### config.mk
export PLATFORM = sky130hd
export DESIGN_NAME = game_state_fsm_flat
export DESIGN_NICKNAME = d
export VERILOG_FILES = /design/src/rtl/game_pkg.sv /design/src/rtl/game_state_fsm_if.sv /design/src/rtl/invuln_timer.sv /design/src/rtl/game_state_fsm.sv /design/src/flat_wrapper.sv
export SDC_FILE = /design/constraint.sdc
export NUM_CORES = 1
export LEC_CHECK = 0
export CORE_ASPECT_RATIO = 1.4
export CORE_MARGIN = 1
export CORE_UTILIZATION = 47
export DETAILED_ROUTE_END_ITERATION = 7
export PLACE_DENSITY = 0.83
export SKIP_LAST_GASP = 1
export SYNTH_ARGS = -nofsm -noshare
export SYNTH_HDL_FRONTEND = slang
export SYNTH_SLANG_ARGS = --single-unit
### constraint.sdc
create_clock -name clk -period 1.9 [get_ports clk]
set_input_delay 0.475 -clock clk [delete_from_list [all_inputs] [get_ports clk]]
set_output_delay 0.475 -clock clk [all_outputs]
set_load 0.1 [all_outputs]
### src/rtl/game_pkg.sv
// Shared types and constants for the game-state controller slice.
package game_pkg;

    typedef enum logic [1:0] {
        IDLE      = 2'd0,
        PLAYING   = 2'd1,
        GAME_OVER = 2'd2,
        WIN       = 2'd3
    } game_state_t;

    localparam int MAX_LEN = 7;
    localparam int SEG_W   = 7;
    localparam int LEN_W   = 3;
    localparam int SCORE_W = 8;

    // Thermometer decode: bit i set iff i < len.
    function automatic logic [SEG_W-1:0] thermo(input logic [LEN_W-1:0] len);
        logic [SEG_W-1:0] m;
        m = '0;
        for (int i = 0; i < SEG_W; i++) begin
            m[i] = (i < int'(len));
        end
        return m;
    endfunction

endpackage

### src/rtl/game_state_fsm_if.sv
// Per-frame collision inputs and game-state outputs of the controller.
interface game_state_fsm_if;
    import game_pkg::*;

    logic                 frame_end;
    logic                 start_btn;
    logic                 player_dragon_collision;
    logic                 sword_dragon_collision;
    logic                 sheep_dragon_collision;

    logic [1:0]           game_state;
    logic [1:0]           lives;
    logic [SCORE_W-1:0]   score;
    logic [LEN_W-1:0]     dragon_len;
    logic [SEG_W-1:0]     active_segments;
    logic                 invulnerable;
    logic                 player_hit;
    logic                 sheep_respawn;

    modport master (
        output frame_end, start_btn,
        output player_dragon_collision, sword_dragon_collision, sheep_dragon_collision,
        input  game_state, lives, score, dragon_len, active_segments,
        input  invulnerable, player_hit, sheep_respawn
    );

    modport slave (
        input  frame_end, start_btn,
        input  player_dragon_collision, sword_dragon_collision, sheep_dragon_collision,
        output game_state, lives, score, dragon_len, active_segments,
        output invulnerable, player_hit, sheep_respawn
    );

endinterface

### src/rtl/invuln_timer.sv
// Frame-counting invulnerability window. The hit frame itself is the first
// frame of the window, so the counter is loaded with one less than the window
// length and the active flag is held separately.
module invuln_timer #(
    parameter int INVULN_FRAMES = 60
) (
    input  logic clk,
    input  logic reset,
    input  logic load,
    input  logic tick,
    input  logic clear,
    output logic active
);

    logic [7:0] cnt;

    // Counter and active flag; clear beats load, load beats tick.
    always_ff @(posedge clk) begin
        if (!reset || clear) begin
            cnt    <= 8'd0;
            active <= 1'b0;
        end else if (load) begin
            cnt    <= 8'(INVULN_FRAMES - 1);
            active <= 1'b1;
        end else if (tick) begin
            if (cnt != 8'd0) begin
                cnt <= cnt - 8'd1;
            end
            active <= (cnt > 8'd1);
        end
    end

endmodule

### src/rtl/game_state_fsm.sv
// Frame-rate game-state controller: play state, lives, score, dragon length
// and the active-segment mask, updated once per frame_end strobe.
module game_state_fsm #(
    parameter int START_LIVES   = 3,
    parameter int INVULN_FRAMES = 60,
    parameter int MAX_LEN       = 7
) (
    input  logic             clk,
    input  logic             reset,
    game_state_fsm_if.slave  bus
);
    import game_pkg::*;

    game_state_t          state_q, state_d;
    logic [1:0]           lives_q, lives_d;
    logic [SCORE_W-1:0]   score_q, score_d;
    logic [LEN_W-1:0]     len_q, len_d;
    logic [SEG_W-1:0]     mask_q;
    logic                 hit_q, hit_d;
    logic                 resp_q, resp_d;
    logic                 invuln;
    logic                 eval;
    logic                 hit_take;
    logic                 sword;
    logic                 sheep;

    function automatic logic [SCORE_W-1:0] sat_inc(input logic [SCORE_W-1:0] v);
        return (v == '1) ? v : v + 1'b1;
    endfunction

    assign eval     = (state_q == PLAYING) && bus.frame_end;
    assign sword    = bus.sword_dragon_collision;
    assign sheep    = bus.sheep_dragon_collision;
    assign hit_take = eval && bus.player_dragon_collision && !invuln;

    invuln_timer #(
        .INVULN_FRAMES (INVULN_FRAMES)
    ) u_invuln (
        .clk    (clk),
        .reset  (reset),
        .load   (hit_take),
        .tick   (eval),
        .clear  (state_d != PLAYING),
        .active (invuln)
    );

    // State register.
    always_ff @(posedge clk) begin
        if (!reset) begin
            state_q <= IDLE;
        end else begin
            state_q <= state_d;
        end
    end

    // Next-state: losing the last life outranks clearing the dragon.
    always_comb begin
        state_d = state_q;
        case (state_q)
            IDLE:      if (bus.start_btn) state_d = PLAYING;
            PLAYING: begin
                if (hit_take && lives_q == 2'd1) begin
                    state_d = GAME_OVER;
                end else if (eval && sword && len_q == 3'd1) begin
                    state_d = WIN;
                end
            end
            GAME_OVER,
            WIN:       if (bus.start_btn) state_d = IDLE;
            default:   state_d = IDLE;
        endcase
    end

    // Output next-values: game rules applied to the flags of this frame.
    always_comb begin
        lives_d = lives_q;
        score_d = score_q;
        len_d   = len_q;
        hit_d   = 1'b0;
        resp_d  = 1'b0;
        if (state_q == IDLE && bus.start_btn) begin
            lives_d = 2'(START_LIVES);
            score_d = '0;
            len_d   = 3'd1;
        end else if (eval) begin
            if (sword) begin
                score_d = sat_inc(score_q);
            end
            // Sword and sheep together cancel; a lone sword at length 1 is a win.
            if (sword && !sheep && len_q != 3'd1) begin
                len_d = len_q - 3'd1;
            end else if (sheep && !sword && len_q < 3'(MAX_LEN)) begin
                len_d = len_q + 3'd1;
            end
            resp_d = sheep;
            if (hit_take) begin
                lives_d = lives_q - 2'd1;
                hit_d   = 1'b1;
            end
        end
    end

    // Registered outputs; mask tracks the registered length.
    always_ff @(posedge clk) begin
        if (!reset) begin
            lives_q <= 2'(START_LIVES);
            score_q <= '0;
            len_q   <= 3'd1;
            mask_q  <= thermo(3'd1);
            hit_q   <= 1'b0;
            resp_q  <= 1'b0;
        end else begin
            lives_q <= lives_d;
            score_q <= score_d;
            len_q   <= len_d;
            mask_q  <= thermo(len_d);
            hit_q   <= hit_d;
            resp_q  <= resp_d;
        end
    end

    assign bus.game_state      = state_q;
    assign bus.lives           = lives_q;
    assign bus.score           = score_q;
    assign bus.dragon_len      = len_q;
    assign bus.active_segments = mask_q;
    assign bus.invulnerable    = invuln;
    assign bus.player_hit      = hit_q;
    assign bus.sheep_respawn   = resp_q;

endmodule

### src/flat_wrapper.sv
// flat-port wrapper written by rule: the top's interface ports become plain ports
module game_state_fsm_flat import game_pkg::*;
#(
    parameter int START_LIVES   = 3,
    parameter int INVULN_FRAMES = 60,
    parameter int MAX_LEN       = 7
)
  (clk, reset, bus_frame_end, bus_start_btn, bus_player_dragon_collision, bus_sword_dragon_collision, bus_sheep_dragon_collision, bus_game_state, bus_lives, bus_score, bus_dragon_len, bus_active_segments, bus_invulnerable, bus_player_hit, bus_sheep_respawn);
  game_state_fsm_if bus_i ();
  input  logic clk;
  input  logic reset;
  input wire logic [$bits(bus_i.frame_end)-1:0] bus_frame_end;
  input wire logic [$bits(bus_i.start_btn)-1:0] bus_start_btn;
  input wire logic [$bits(bus_i.player_dragon_collision)-1:0] bus_player_dragon_collision;
  input wire logic [$bits(bus_i.sword_dragon_collision)-1:0] bus_sword_dragon_collision;
  input wire logic [$bits(bus_i.sheep_dragon_collision)-1:0] bus_sheep_dragon_collision;
  output wire logic [$bits(bus_i.game_state)-1:0] bus_game_state;
  output wire logic [$bits(bus_i.lives)-1:0] bus_lives;
  output wire logic [$bits(bus_i.score)-1:0] bus_score;
  output wire logic [$bits(bus_i.dragon_len)-1:0] bus_dragon_len;
  output wire logic [$bits(bus_i.active_segments)-1:0] bus_active_segments;
  output wire logic [$bits(bus_i.invulnerable)-1:0] bus_invulnerable;
  output wire logic [$bits(bus_i.player_hit)-1:0] bus_player_hit;
  output wire logic [$bits(bus_i.sheep_respawn)-1:0] bus_sheep_respawn;
  assign bus_i.frame_end = bus_frame_end;
  assign bus_i.start_btn = bus_start_btn;
  assign bus_i.player_dragon_collision = bus_player_dragon_collision;
  assign bus_i.sword_dragon_collision = bus_sword_dragon_collision;
  assign bus_i.sheep_dragon_collision = bus_sheep_dragon_collision;
  assign bus_game_state = bus_i.game_state;
  assign bus_lives = bus_i.lives;
  assign bus_score = bus_i.score;
  assign bus_dragon_len = bus_i.dragon_len;
  assign bus_active_segments = bus_i.active_segments;
  assign bus_invulnerable = bus_i.invulnerable;
  assign bus_player_hit = bus_i.player_hit;
  assign bus_sheep_respawn = bus_i.sheep_respawn;
  game_state_fsm #(.START_LIVES(START_LIVES), .INVULN_FRAMES(INVULN_FRAMES), .MAX_LEN(MAX_LEN)) u_core (.clk(clk), .reset(reset), .bus(bus_i));
endmodule
# --- Word level (Yosys, flattened, before mapping) ---
# Index checks and enable logic that the tools add are counted.
totals:
  reg_bits: 33
  out_inout_bits: 25
  input_bits: 7
  elab_cells: 78
op_classes:
  n_bitwise: 3
  addsub: 5
  muxes: 15
  order_cmp: 9
  n_reduce_logical: 28
  eq_ne: 8
op_table:
  columns: ["cell", "n"]
  rows:
  - ["two-way mux 6 bit", 3]
  - ["two-way mux 3 bit", 4]
  - ["logical AND 1 bit", 11]
  - ["less-than comparator 3 bit (first input constant)", 3]
  - ["adder 8 x 1 -> 8 bit (second input constant)", 1]
  - ["== test 8 bit (second input constant)", 1]
  - ["> comparator 8 x 1 -> 1 bit (second input constant)", 1]
  - ["two-way mux 2 bit", 4]
  - ["nonzero test 8 bit", 1]
  - ["subtractor 8 x 1 -> 8 bit (second input constant)", 1]
  - ["less-than comparator 1 x 3 -> 1 bit (first input constant)", 2]
  - ["less-than comparator 2 x 3 -> 1 bit (first input constant)", 2]
  - ["case mux 2 bit (3 select lines)", 1]
  - ["AND reduction 2 bit", 3]
  - ["OR reduction 2 bit", 3]
  - ["== test 2 x 1 -> 1 bit (second input constant)", 2]
  - ["== test 2 bit (second input constant)", 2]
  - ["logical NOT 1 bit", 4]
  - ["nonzero test 2 bit", 2]
  - ["adder 3 x 1 -> 3 bit (second input constant)", 1]
  - ["== test 3 x 1 -> 1 bit (second input constant)", 1]
  - ["less-than comparator 3 bit (second input constant)", 1]
  - ["two-way mux 1 bit", 3]
  - ["!= test 3 x 1 -> 1 bit (second input constant)", 1]
  - ["8 further kinds", 10]

# --- Longest topological paths before layout ---
# Gate-level depths: netlist of the first run.
depth:
  word_depth: 10
  ltp_mapped: 8
  depth_no_buf: 7

# --- Modules after synthesis ---
# Synthesis of the first run repeated with hierarchy kept, for this count alone.
hier_totals:
  cells_unflattened: 175
  hier_area_um2: 1662.8
modules_own_cells:
  columns: ["mod", "seq_area_each_um2", "area_each_um2", "instances", "cells_per_inst"]
  rows:
  - ["game_state_fsm", 460.4, 1089.8, 1, 114]
  - ["invuln_timer", 180.2, 573.0, 1, 61]

# --- Worst setup path after synthesis of the first run ---
# Ideal clock, no wire load.
synth_path:
  kind: "register to register"
  from: "register u_core.len_q[1] (netlist: u_core.bus.dragon_len[1])"
  to: "register u_core.mask_q[2] (netlist: u_core.bus.active_segments[2])"
  slack_ns: -0.620
  required_ns: 1.762
  stages_incl_launch_ff: 8
  setup_ns: 0.138
  arrival_time_ns: 2.382
  period_less_slack_ns: 2.520
  path_buffers: 0
  path_cell_list: "dfxtp_1 > inv_1 > ha_1 > nor2b_1 > o21a_1 > a221oi_1 > or3_1 > a21oi_1"
synth_via:
  elab_chain_len: 7
  elab_cells_between_ends: 11
  classes_between: "add/sub (2); order compare (2); eq/ne (1); mux (4); reduce/logical (2)"
synth_rtl:
  columns: ["element", "line", "rtl"]
  rows:
  - ["from (decl)", "game_state_fsm.sv:17", "logic [LEN_W-1:0] len_q, len_d;"]
  - ["from (signal assigned)", "game_state_fsm.sv:115", "len_q <= len_d;"]
  - ["less-than comparator 3 bit", "game_state_fsm.sv:92", "end else if (sheep && !sword && len_q < 3'(MAX_LEN)) begin"]
  - ["logical AND 1 bit", "game_state_fsm.sv:92", null]
  - ["two-way mux 3 bit", "game_state_fsm.sv:92", null]
  - ["two-way mux 3 bit", "game_state_fsm.sv:90", "if (sword && !sheep && len_q != 3'd1) begin"]
  - ["two-way mux 3 bit (*)", "game_state_fsm.sv:85", "end else if (eval) begin"]
  - ["two-way mux 3 bit (*)", "game_state_fsm.sv:81", "if (state_q == IDLE && bus.start_btn) begin"]
  - ["less-than comparator 2 x 3 -> 1 bit (*)", "game_pkg.sv:21", "m[i] = (i < int'(len));"]
  - ["to (signal assigned)", "game_state_fsm.sv:109", "mask_q <= thermo(3'd1);"]
  - ["to (signal assigned)", "game_state_fsm.sv:116", "mask_q <= thermo(len_d);"]
  - ["to (decl)", "game_state_fsm.sv:18", "logic [SEG_W-1:0] mask_q;"]
# Mark *: on every way between the ends. The rest lies on a longest branch, timed or not.
# A chain may end at the register's enable or synchronous reset.

# --- Worst setup path after layout of the first run ---
layout_path:
  from: "input bus_frame_end"
  to: "register u_core.mask_q[2] (netlist: u_core.bus.active_segments[2])"
layout_via:
  elab_chain_len: 4
layout_rtl:
  columns: ["element", "line", "rtl"]
  rows:
  - ["from (decl)", "flat_wrapper.sv:12", "input wire logic [$bits(bus_i.frame_end)-1:0] bus_frame_end;"]
  - ["logical AND 1 bit", "game_state_fsm.sv:31", "assign eval = (state_q == PLAYING) && bus.frame_end;"]
  - ["two-way mux 3 bit", "game_state_fsm.sv:85", null]
  - ["two-way mux 3 bit", "game_state_fsm.sv:81", null]
  - ["less-than comparator 2 x 3 -> 1 bit", "game_pkg.sv:21", null]
# No other way between the ends.

==> results, run 1 <==
- The data arrival time of the critical path is 2.17 ns.
- The clock input transition at the sequential cells of the worst setup and hold paths is 0.07 ns.
- Summed over all instances, the cell type with the most area after synthesis is sky130_fd_sc_hd__dfxtp_1.
- The total buffers and inverters traversed by the critical path is 2.
- Summing all multi-input logic gate instances after layout gives 900.9 µm².
- The peak fanout along the critical path is 4.
- The first global-routing pass estimated 7203 µm of wire.
- The depth of the worst register-to-register path is 6.
- The worst supply voltage drop on vdd is 0.0006117 V.
- STA classifies the critical path endpoint as a register.
- The area of the mapped netlist is 1519 µm².
- The path type of the worst min-delay path is register to register.
- The checks that failed: negative setup slack.
- The largest single stage delay on the critical path is 0.43 ns.
- The share of the Yosys chip area taken by registers is 42.17%.
- The detailed placer's ending HPWL is 3197 µm.
- The detailed-router iteration count before antenna repair is 4.
- The post-route worst setup slack is -0.05389 ns.
- At the pin with the least slew margin, the transition time is 0.4305 ns.
- The count of buffers from port buffering is 31.
- Global routing used 27.57% of the available tracks across all layers.
- The number of antenna diodes is 0.
- By area the synthesized netlist is led by sky130_fd_sc_hd__dfxtp_1 42%, sky130_fd_sc_hd__xor2_1 7.5%, sky130_fd_sc_hd__ha_1 6.6%, sky130_fd_sc_hd__nor2_1 5.4%, sky130_fd_sc_hd__a21oi_1 2.6%.
- The part of the total power dissipated in the clock network is 39.7%.
- For this run, the share of the core covered by cells in the final layout is 77.14%.
- For this run the aggregate overflow at the end of global routing stands at 0.
- The synthesized netlist devotes 11.20% of its cell area to compound gates.
- The power after layout is 1.542 mW.
- For this run, design rule violations remaining after detail routing come to 0.
- Of the total power, the share spent switching nets is 28.21%.
- Before CTS, the worst setup slack after placement is -0.4465 ns.
- The floorplan die width is 50.05 µm.
- The leakage power of the design is 0.9580 nW.
- The detailed-route wire length per cell is 18.76 µm.
- The relative slew slack is 71.30%.
- The total number of vias is 1458.
- The run finished, with violations left.
- The worst reg2reg path endpoint is u_core.bus.active_segments[2].
- Counting flops with a built-in enable in the synthesized netlist gives 0.
- The number of buffers created by CTS is 5.
- The clock reaches the later pin of the worst-skew pair after 0.29 ns.
- The power dissipated by switching net loads is 0.4351 mW.
- The clock tree root buffer cell is sky130_fd_sc_hd__clkbuf_8.
- The startpoint class of the critical path is an input pin.
- The tool flagged a number of max-cap violations equal to 0.
- The kind of cell adding the most delay to the critical path is simple AND/OR/NAND/NOR gates.
- After the first detailed-routing iteration, the DRC count stood at 73.
- The post-synthesis sequential element count is 32.
- The fraction of synthesized cell area taken by the top area cell type is 42.17%.
- The main flop type after synthesis is sky130_fd_sc_hd__dfxtp_1.
- The final critical path takes up 102.8% of the cycle.
- Entering global routing, the biggest net connects 12 pins.
- The initial antenna violation count is 0.
- The synthesized netlist devotes 6.590% of its cell area to adder and majority cells.
- The signal on the critical path passes through dlygate4sd2_1, nand3b_1, buf_4, nor2_1, a221oi_4, or3_1, a21oi_2.
- In the final layout, the share of cells above drive strength 1 is 36.19%.
- The netlist uses 41 different library cells.
- The power density normalized to cell area is 646.4 nW/µm².
- The hold path depth is 2.
- In this run the worst setup path begins at bus_frame_end.
- The routed wire length is 4670 µm.
- The design internal power is 1.107 mW.
- Once the floorplan was initialized, standard cells occupied 49.11% of the core.
- The top-level port count is 32.
- In this run the vertical extent of the chip is 69.27 µm.
- On the critical path, the stage with the largest delay is an instance of sky130_fd_sc_hd__or3_1.
- The final net count is 224.
- The clock tree from TritonCTS is built.
- The main combinational cell family by area after synthesis is simple AND/OR/NAND/NOR gates.
- The clock net in this run drives a total of 32 sinks.
- The worst register-to-register path begins at u_core.bus.game_state[1].
- The area of the core is 3093 µm².
- Counting every instance in the synthesized netlist gives 166.
- The fmax is 0.5118 GHz.
- The layout filler cell count is 178.
- No sink is reached through more buffers than the 2 on the longest clock path.
- Setup violations remaining at the end of the flow were counted as 2.
- The global placer's final weighted congestion is 0.8670.
- The basic-gate share of the synthesized area counting and, or, nand and nor cells is 27.27%.
- The floorplan has 24 rows.
- The total count of max-transition violations in the final report is 0.
- The required time reported for the critical path endpoint is 2.12 ns.
- The power share of the combinational group is 15.2%.
- Of the total synthesized cell area, the portion taken by XOR and XNOR cells is 9.226%.
- The worst register-to-register path has a setup slack of -0.03 ns.
- The final worst hold slack is 0.5158 ns.
- Between clock sinks in the finished design, the worst skew comes to 0.008908 ns.
- The power share of the sequential group is 45.2%.
- Compared with the post-synthesis result, the final layout area differs by 57.08%.
- For hold timing, the worst endpoint is u_core.u_invuln.cnt[7].
- For the finished layout, the period the worst path requires is 1.954 ns.
- Counting every net in the synthesized netlist gives 181.
- The number of warnings issued by yosys is 0.
- The final hold violation count is 0.
- In this run the mean area of a mapped cell was 9.150 µm².
- The via-per-instance ratio is 5.855.
- The beginning of the worst hold path is u_core.u_invuln.cnt[7].
- The sequential cells in the finished layout cover a total of 670.6 µm².
- CTS built an H-tree with a depth of 2.
- The fraction of synthesized area in multiplexers is 0.6590%.
- The number of global-route vias before repair is 1520.
- The count of nets left with antenna violations once routing finished came out at 0.
- The async set-reset flop share out of synthesis is 0%.
- The total die area is 3466 µm².
- The class of the most critical setup path is input pin to register.
==> cell usage after synthesis, types with 2 or more instances <==
cell type                   n
sky130_fd_sc_hd__a21oi_1    8
sky130_fd_sc_hd__and3_1     4
sky130_fd_sc_hd__nor3_1     5
sky130_fd_sc_hd__nor2b_1    3
sky130_fd_sc_hd__a221oi_1   2
sky130_fd_sc_hd__nand4_1    5
sky130_fd_sc_hd__and3b_1    2
sky130_fd_sc_hd__o21ai_0    4
sky130_fd_sc_hd__xnor2_1    3
sky130_fd_sc_hd__nand3_1    3
sky130_fd_sc_hd__buf_2      2
sky130_fd_sc_hd__or2_2      2
sky130_fd_sc_hd__nand2_1    9
sky130_fd_sc_hd__o21a_1     2
sky130_fd_sc_hd__nand3b_1   4
sky130_fd_sc_hd__nand2b_1   3
sky130_fd_sc_hd__inv_1      5
sky130_fd_sc_hd__dfxtp_1   32
sky130_fd_sc_hd__nand4b_1   3
sky130_fd_sc_hd__and2_1     3
sky130_fd_sc_hd__nor2_1    22
sky130_fd_sc_hd__ha_1       8
sky130_fd_sc_hd__xor2_1    13
sky130_fd_sc_hd__clkbuf_1   2
==> metal layers <==
metal	vias to the layer above	global-route usage, %	share of wire (%)
met5	-	0	0
met2	63	49.19	54
li1	664	-	-
met4	0	14.60	3.4
met1	711	29.38	38
met3	20	5.263	4.8
==> logic make-up after synthesis <==
family / after synthesis
AOI/OAI and AO/OA: 24
xor gates and xnor gates: 16
adders and majority gates: 8
buffers and inverters: 10
DFF: 32
muxes: 1
and+or+nand+nor: 75
==> state kept, by name, indices dropped and copies added (netlist names) <==
signal and count:
u_core.bus.active_segments 7, u_core.bus.dragon_len 2, u_core.bus.game_state 2, u_core.bus.lives 2
u_core.bus.player_hit 1, u_core.bus.score 8, u_core.bus.sheep_respawn 1, u_core.u_invuln.active 1
u_core.u_invuln.cnt 8
==> layout make-up <==
type                    count  share of cell area [%]
well taps                  39                   2.045
flip-flops and latches     32                   28.11
clock inverters             2                  0.4719
multi-input cells         124                   37.76
inverters                   5                  0.7866
repair buffers             41                   26.90
clock buffers               6                   3.933
==> how the worst max path moves through the flow <==
stage	end	slack [ns]	cells past startpoint
after detailed placement	u_core.bus.active_segments[2]	-0.45	7
after global routing	u_core.bus.active_segments[6]	-0.09	6
after CTS	u_core.bus.active_segments[2]	-0.01	6
final	u_core.bus.active_segments[2]	-0.05	7
after floorplan	u_core.bus.active_segments[0]	0.006	7
after global placement	u_core.u_invuln.cnt[7]	-0.31	6
==> layout by cell type, fill, tap and decap left out, types with 5 or more instances in the layout <==
| master | synthesis | routed |
|---|---|---|
| sky130_fd_sc_hd__buf_12 | 0 | 25 |
| sky130_fd_sc_hd__nor2_1 | 22 | 22 |
| sky130_fd_sc_hd__dfxtp_1 | 32 | 16 |
| sky130_fd_sc_hd__xor2_1 | 13 | 13 |
| sky130_fd_sc_hd__dfxtp_2 | 0 | 12 |
| sky130_fd_sc_hd__buf_4 | 1 | 10 |
| sky130_fd_sc_hd__nand2_1 | 9 | 9 |
| sky130_fd_sc_hd__ha_1 | 8 | 8 |
| sky130_fd_sc_hd__a21oi_1 | 8 | 7 |
| sky130_fd_sc_hd__nand4_1 | 5 | 5 |
| sky130_fd_sc_hd__clkbuf_8 | 0 | 5 |
==> power groups by stage <==
stage          clock, mW  combinational (mW)  sequential, mW
2_1_floorplan          0              0.0830           0.756
3_3_place_gp           0               0.201           0.709
3_5_place_dp           0               0.213           0.711
4_1_cts            0.612               0.217           0.696
5_1_grt            0.661               0.246           0.698
6_report           0.612               0.234           0.696
==> metrics by stage <==
step                instances  instance area, µm²  setup TNS (ns)
floorplan                 166                1555               0
global placement          240                2207          -5.050
detailed placement        240                2207          -8.302
CTS                       248                2326        -0.02470
global route              249                2386         -0.1693
finish                    249                2386        -0.08003
==> worst register-to-register path, delay by kind of cell (launching register included) <==
| kind | cells | cell delay, ns |
|---|---|---|
| flip-flops | 1 | 0.37 |
| AO/OA/AOI/OAI | 2 | 0.28 |
| AND/OR/NAND/NOR | 3 | 0.99 |
| buffers and inverters | 1 | 0.23 |
==> timing repair <==
| item | in CTS | in global routing |
|---|---|---|
| buffers inserted | 0 | 1 |
| endpoints found under the setup margin | 17 | 11 |
| resized for setup | 5 | 12 |
| hold buffers | 0 | 0 |
| pin swaps | 2 | 1 |
(Power assumes the default switching activity.)
==> run 2: changes to the inputs <==
--- a/config.mk
+++ b/config.mk
@@ -7,9 +7,10 @@
 export LEC_CHECK = 0
 export CORE_ASPECT_RATIO = 1.4
 export CORE_MARGIN = 1
-export CORE_UTILIZATION = 47
+export CORE_UTILIZATION = 50
 export DETAILED_ROUTE_END_ITERATION = 7
-export PLACE_DENSITY = 0.83
+export PLACE_DENSITY = 0.87
+export SKIP_CTS_REPAIR_TIMING = 1
 export SKIP_LAST_GASP = 1
 export SYNTH_ARGS = -nofsm -noshare
 export SYNTH_HDL_FRONTEND = slang
==> results, run 2 (synthesized netlist as in run 1, its figures left out) <==
- The depth of the worst register-to-register path is 7 (was 6).
- The DRC violation total after the first TritonRoute iteration is 42 (was 73).
- The detailed-router iteration count before antenna repair is 5 (was 4).
- The design internal power came to 1.092 mW (was 1.107 mW).
- The power after layout was 1.486 mW (was 1.542 mW).
- The part of the cycle the worst path needs is 97.85% (was 102.8%).
- The leakage power of the design was 0.9434 nW (was 0.9580 nW).
- The area overhead of the layout relative to synthesis is 54.86% (was 57.08%).
- The met2 demand-to-capacity share in global routing was 55.46% (was 49.19%).
- The data arrival time of the critical path is 2.06 ns (was 2.17 ns).
- The worst clock skew on the final layout is 0.005910 ns (was 0.008908 ns).
- The power density normalized to cell area came to 631.8 nW/µm² (was 646.4 nW/µm²).
- The slew at the pin closest to its max-slew limit is 0.4049 ns (was 0.4305 ns).
- The met1 track demand over resource is 27.93% (was 29.38%).
- The clock input transition at the sequential cells of the worst setup and hold paths is 0.06 ns (was 0.07 ns).
- The starting utilization of the core area is 52.78% (was 49.11%).
- The class of the most critical setup path is input pin to register (unchanged).
- The startpoint class of the critical path was an input pin (unchanged).
- The area of the core came to 2878 µm² (was 3093 µm²).
- The net switching share of the total power is 26.49% (was 28.21%).
- The multi-input gate area in the final layout is 862.1 µm² (was 900.9 µm²).
- The via-per-instance ratio was 5.782 (was 5.855).
- The power dissipated by switching net loads is 0.3937 mW (was 0.4351 mW).
- The power share of the sequential group was 46.9% (was 45.2%).
- The most common cell after layout, fill and taps aside is sky130_fd_sc_hd__buf_12 (unchanged).
- The number of global-route vias before repair is 1424 (was 1520).
- The clock net sink count came to 32 (unchanged).
- The floorplan die width is 48.58 µm (was 50.05 µm).
- The maximum cell stage delay along the critical path is 0.58 ns (was 0.43 ns).
- The height of the die came to 67.22 µm (was 69.27 µm).
- The global route total overflow is 0 (unchanged).
- The count of buffers from port buffering was 31 (unchanged).
- The most heavily used metal layer in global routing is met2 (unchanged).
- The sequential cell area was 670.6 µm² (unchanged).
- The path type of the worst min-delay path is register to register (unchanged).
- The top-level port count is 32 (unchanged).
- The detailed-route wire length per cell is 17.74 µm (was 18.76 µm).
- The depth of the CTS H-tree is 2 (unchanged).
- The initial antenna violation count came to 0 (unchanged).
- The total die area is 3265 µm² (was 3466 µm²).
- The number of antenna diodes is 0 (unchanged).
- The clock tree root buffer cell is sky130_fd_sc_hd__clkbuf_8 (unchanged).
- The required time reported for the critical path endpoint is 2.11 ns (was 2.12 ns).
- Run status: complete, no violations (was finished, violations left).
- The final hold violation count was 0 (unchanged).
- The startpoint of the most critical register-to-register path is u_core.bus.dragon_len[1] (was u_core.bus.game_state[1]).
- The layout filler cell count was 160 (was 178).
- The total number of vias is 1434 (was 1458).
- The overall global routing resource usage was 28.50% (was 27.57%).
- The peak fanout along the critical path is 6 (was 4).
- The total count of max-transition violations in the final report is 0 (unchanged).
- The share of final-layout standard cells stronger than drive strength 1 is 34.12% (was 36.19%).
- The capture point of the critical path is u_core.u_invuln.cnt[3] (was u_core.bus.active_segments[2]).
- The number of rows in the core area is 23 (was 24).
- The post-route worst setup slack is 0.04079 ns (was -0.05389 ns).
- The endpoint class of the critical path is a register (unchanged).
- The clock insertion delay at the later pin of the skew report is 0.29 ns (about the same).
- The post-layout minimum cycle time is 1.859 ns (was 1.954 ns).
- The start point of the critical path is bus_player_dragon_collision (was bus_frame_end).
- The remaining routing DRC violations is 0 (unchanged).
- The slowest library cell on the worst path is sky130_fd_sc_hd__or4b_1 (was sky130_fd_sc_hd__or3_1).
- The part of the total power dissipated in the clock network came to 37.9% (was 39.7%).
- The global-route wire length before repair came to 6803 µm (was 7203 µm).
- The clock tree from TritonCTS is built (unchanged).
- The worst reg2reg path endpoint is u_core.u_invuln.cnt[3] (was u_core.bus.active_segments[2]).
- The global placer's final weighted congestion was 0.8014 (was 0.8670).
- The routed wire length came to 4400 µm (was 4670 µm).
- The relative slew slack is 72.80% (was 71.30%).
- The number of buffers created by CTS is 5 (unchanged).
- The detailed placer's ending HPWL is 3067 µm (was 3197 µm).
- Setup repair after global routing left no endpoint under its margin.
- The number of nets with antenna violations after detailed routing is 0 (unchanged).
- The power share of the combinational group is 15.2% (about the same).
- The maximum number of pins on one net before global-route repair is 11 (was 12).
- The number of endpoints failing setup at the final stage is 0 (was 2).
- The final net count was 226 (was 224).
- The number of max-capacitance violations reported is 0 (unchanged).
- The flop-to-flop setup slack is 0.05 ns (was -0.03 ns).
- The worst supply voltage drop on vdd is 0.0006765 V (was 0.0006117 V).
- Highest-count cells in the layout ignoring fill and taps: 25 x sky130_fd_sc_hd__buf_12, 22 x sky130_fd_sc_hd__nor2_1, 16 x sky130_fd_sc_hd__dfxtp_1 (unchanged).
- The minimum setup slack after placement is -0.4082 ns (was -0.4465 ns).
- The maximum root-to-sink buffer count is 2 (unchanged).
- The met3 track utilization from global routing is 7.432% (was 5.263%).
- The fmax came to 0.5379 GHz (was 0.5118 GHz).
- CP Cell Sequence: clkdlybuf4s50_1, nand3b_1, a21oi_2, or4b_1, buf_4, a21oi_1 (was dlygate4sd2_1, nand3b_1, buf_4, nor2_1, a221oi_4, or3_1, a21oi_2).
[run 2: layout make-up]
cell class | count | share of cell area (%)
tap | 37 | 1.968
inverter | 5 | 0.7979
timing repair buffer | 43 | 27.98
multi-input combinational | 124 | 36.65
clock buffer | 7 | 4.096
sequential | 32 | 28.51
[run 2: how the worst min path moves through the flow]
stage / startpoint / to / slack, ns / cells after the start
after detailed placement: u_core.bus.lives[0] / u_core.bus.lives[0] / 0.52 / 2
after floorplan: u_core.u_invuln.cnt[7] / u_core.u_invuln.cnt[7] / 0.48 / 2
after CTS: u_core.bus.lives[0] / u_core.bus.lives[0] / 0.54 / 2
final: u_core.bus.lives[0] / u_core.bus.lives[0] / 0.53 / 2
after global routing: u_core.bus.lives[0] / u_core.bus.lives[0] / 0.57 / 2
after global placement: u_core.u_invuln.cnt[7] / u_core.u_invuln.cnt[7] / 0.49 / 2
[run 2: power by group through the flow]
stage / Combinational [mW] / Clock, mW / Sequential, mW
final: 0.227 / 0.563 / 0.697
after detailed placement: 0.218 / 0 / 0.711
after global placement: 0.207 / 0 / 0.709
after floorplan: 0.0830 / 0 / 0.756
after CTS: 0.222 / 0.570 / 0.696
after global routing: 0.238 / 0.596 / 0.699
[run 2: routing by layer]
| metal | vias to the layer above | routed length (µm) |
|---|---|---|
| met2 | 62 | 2388 |
| met1 | 687 | 1599 |
| met4 | 0 | 169 |
| li1 | 669 | - |
| met5 | - | 0 |
| met3 | 16 | 242 |
[run 2: worst max-delay path, delay by kind of cell]
| family | cells | cell delay (ns) |
|---|---|---|
| AOI/OAI and AO/OA | 2 | 0.24 |
| and+or+nand+nor | 2 | 0.70 |
| buffers and inverters | 2 | 0.64 |
[run 2: through the flow]
| step | util (%) | instances | setup TNS, ns | instance area, µm² | hold slack, ns |
|---|---|---|---|---|---|
| after floorplan | - | 166 | 0 | 1555 | 0.4800 |
| after global placement | 77.39 | 241 | -5.229 | 2227 | 0.4933 |
| after detailed placement | 77.39 | 241 | -7.923 | 2227 | 0.5240 |
| after CTS | 80.74 | 248 | -0.8819 | 2323 | 0.5414 |
| after global routing | 81.74 | 248 | 0 | 2352 | 0.5656 |
| final | 81.74 | 248 | 0 | 2352 | 0.5331 |
==> run 3: changes to the inputs <==
--- a/config.mk
+++ b/config.mk
@@ -9,6 +9,7 @@
 export CORE_MARGIN = 1
 export CORE_UTILIZATION = 50
 export DETAILED_ROUTE_END_ITERATION = 7
+export GPL_ROUTABILITY_DRIVEN = 0
 export PLACE_DENSITY = 0.87
 export SKIP_CTS_REPAIR_TIMING = 1
 export SKIP_LAST_GASP = 1
==> results of run 3 <==
Final layout, timing and power as in run 2 (identical DEF).
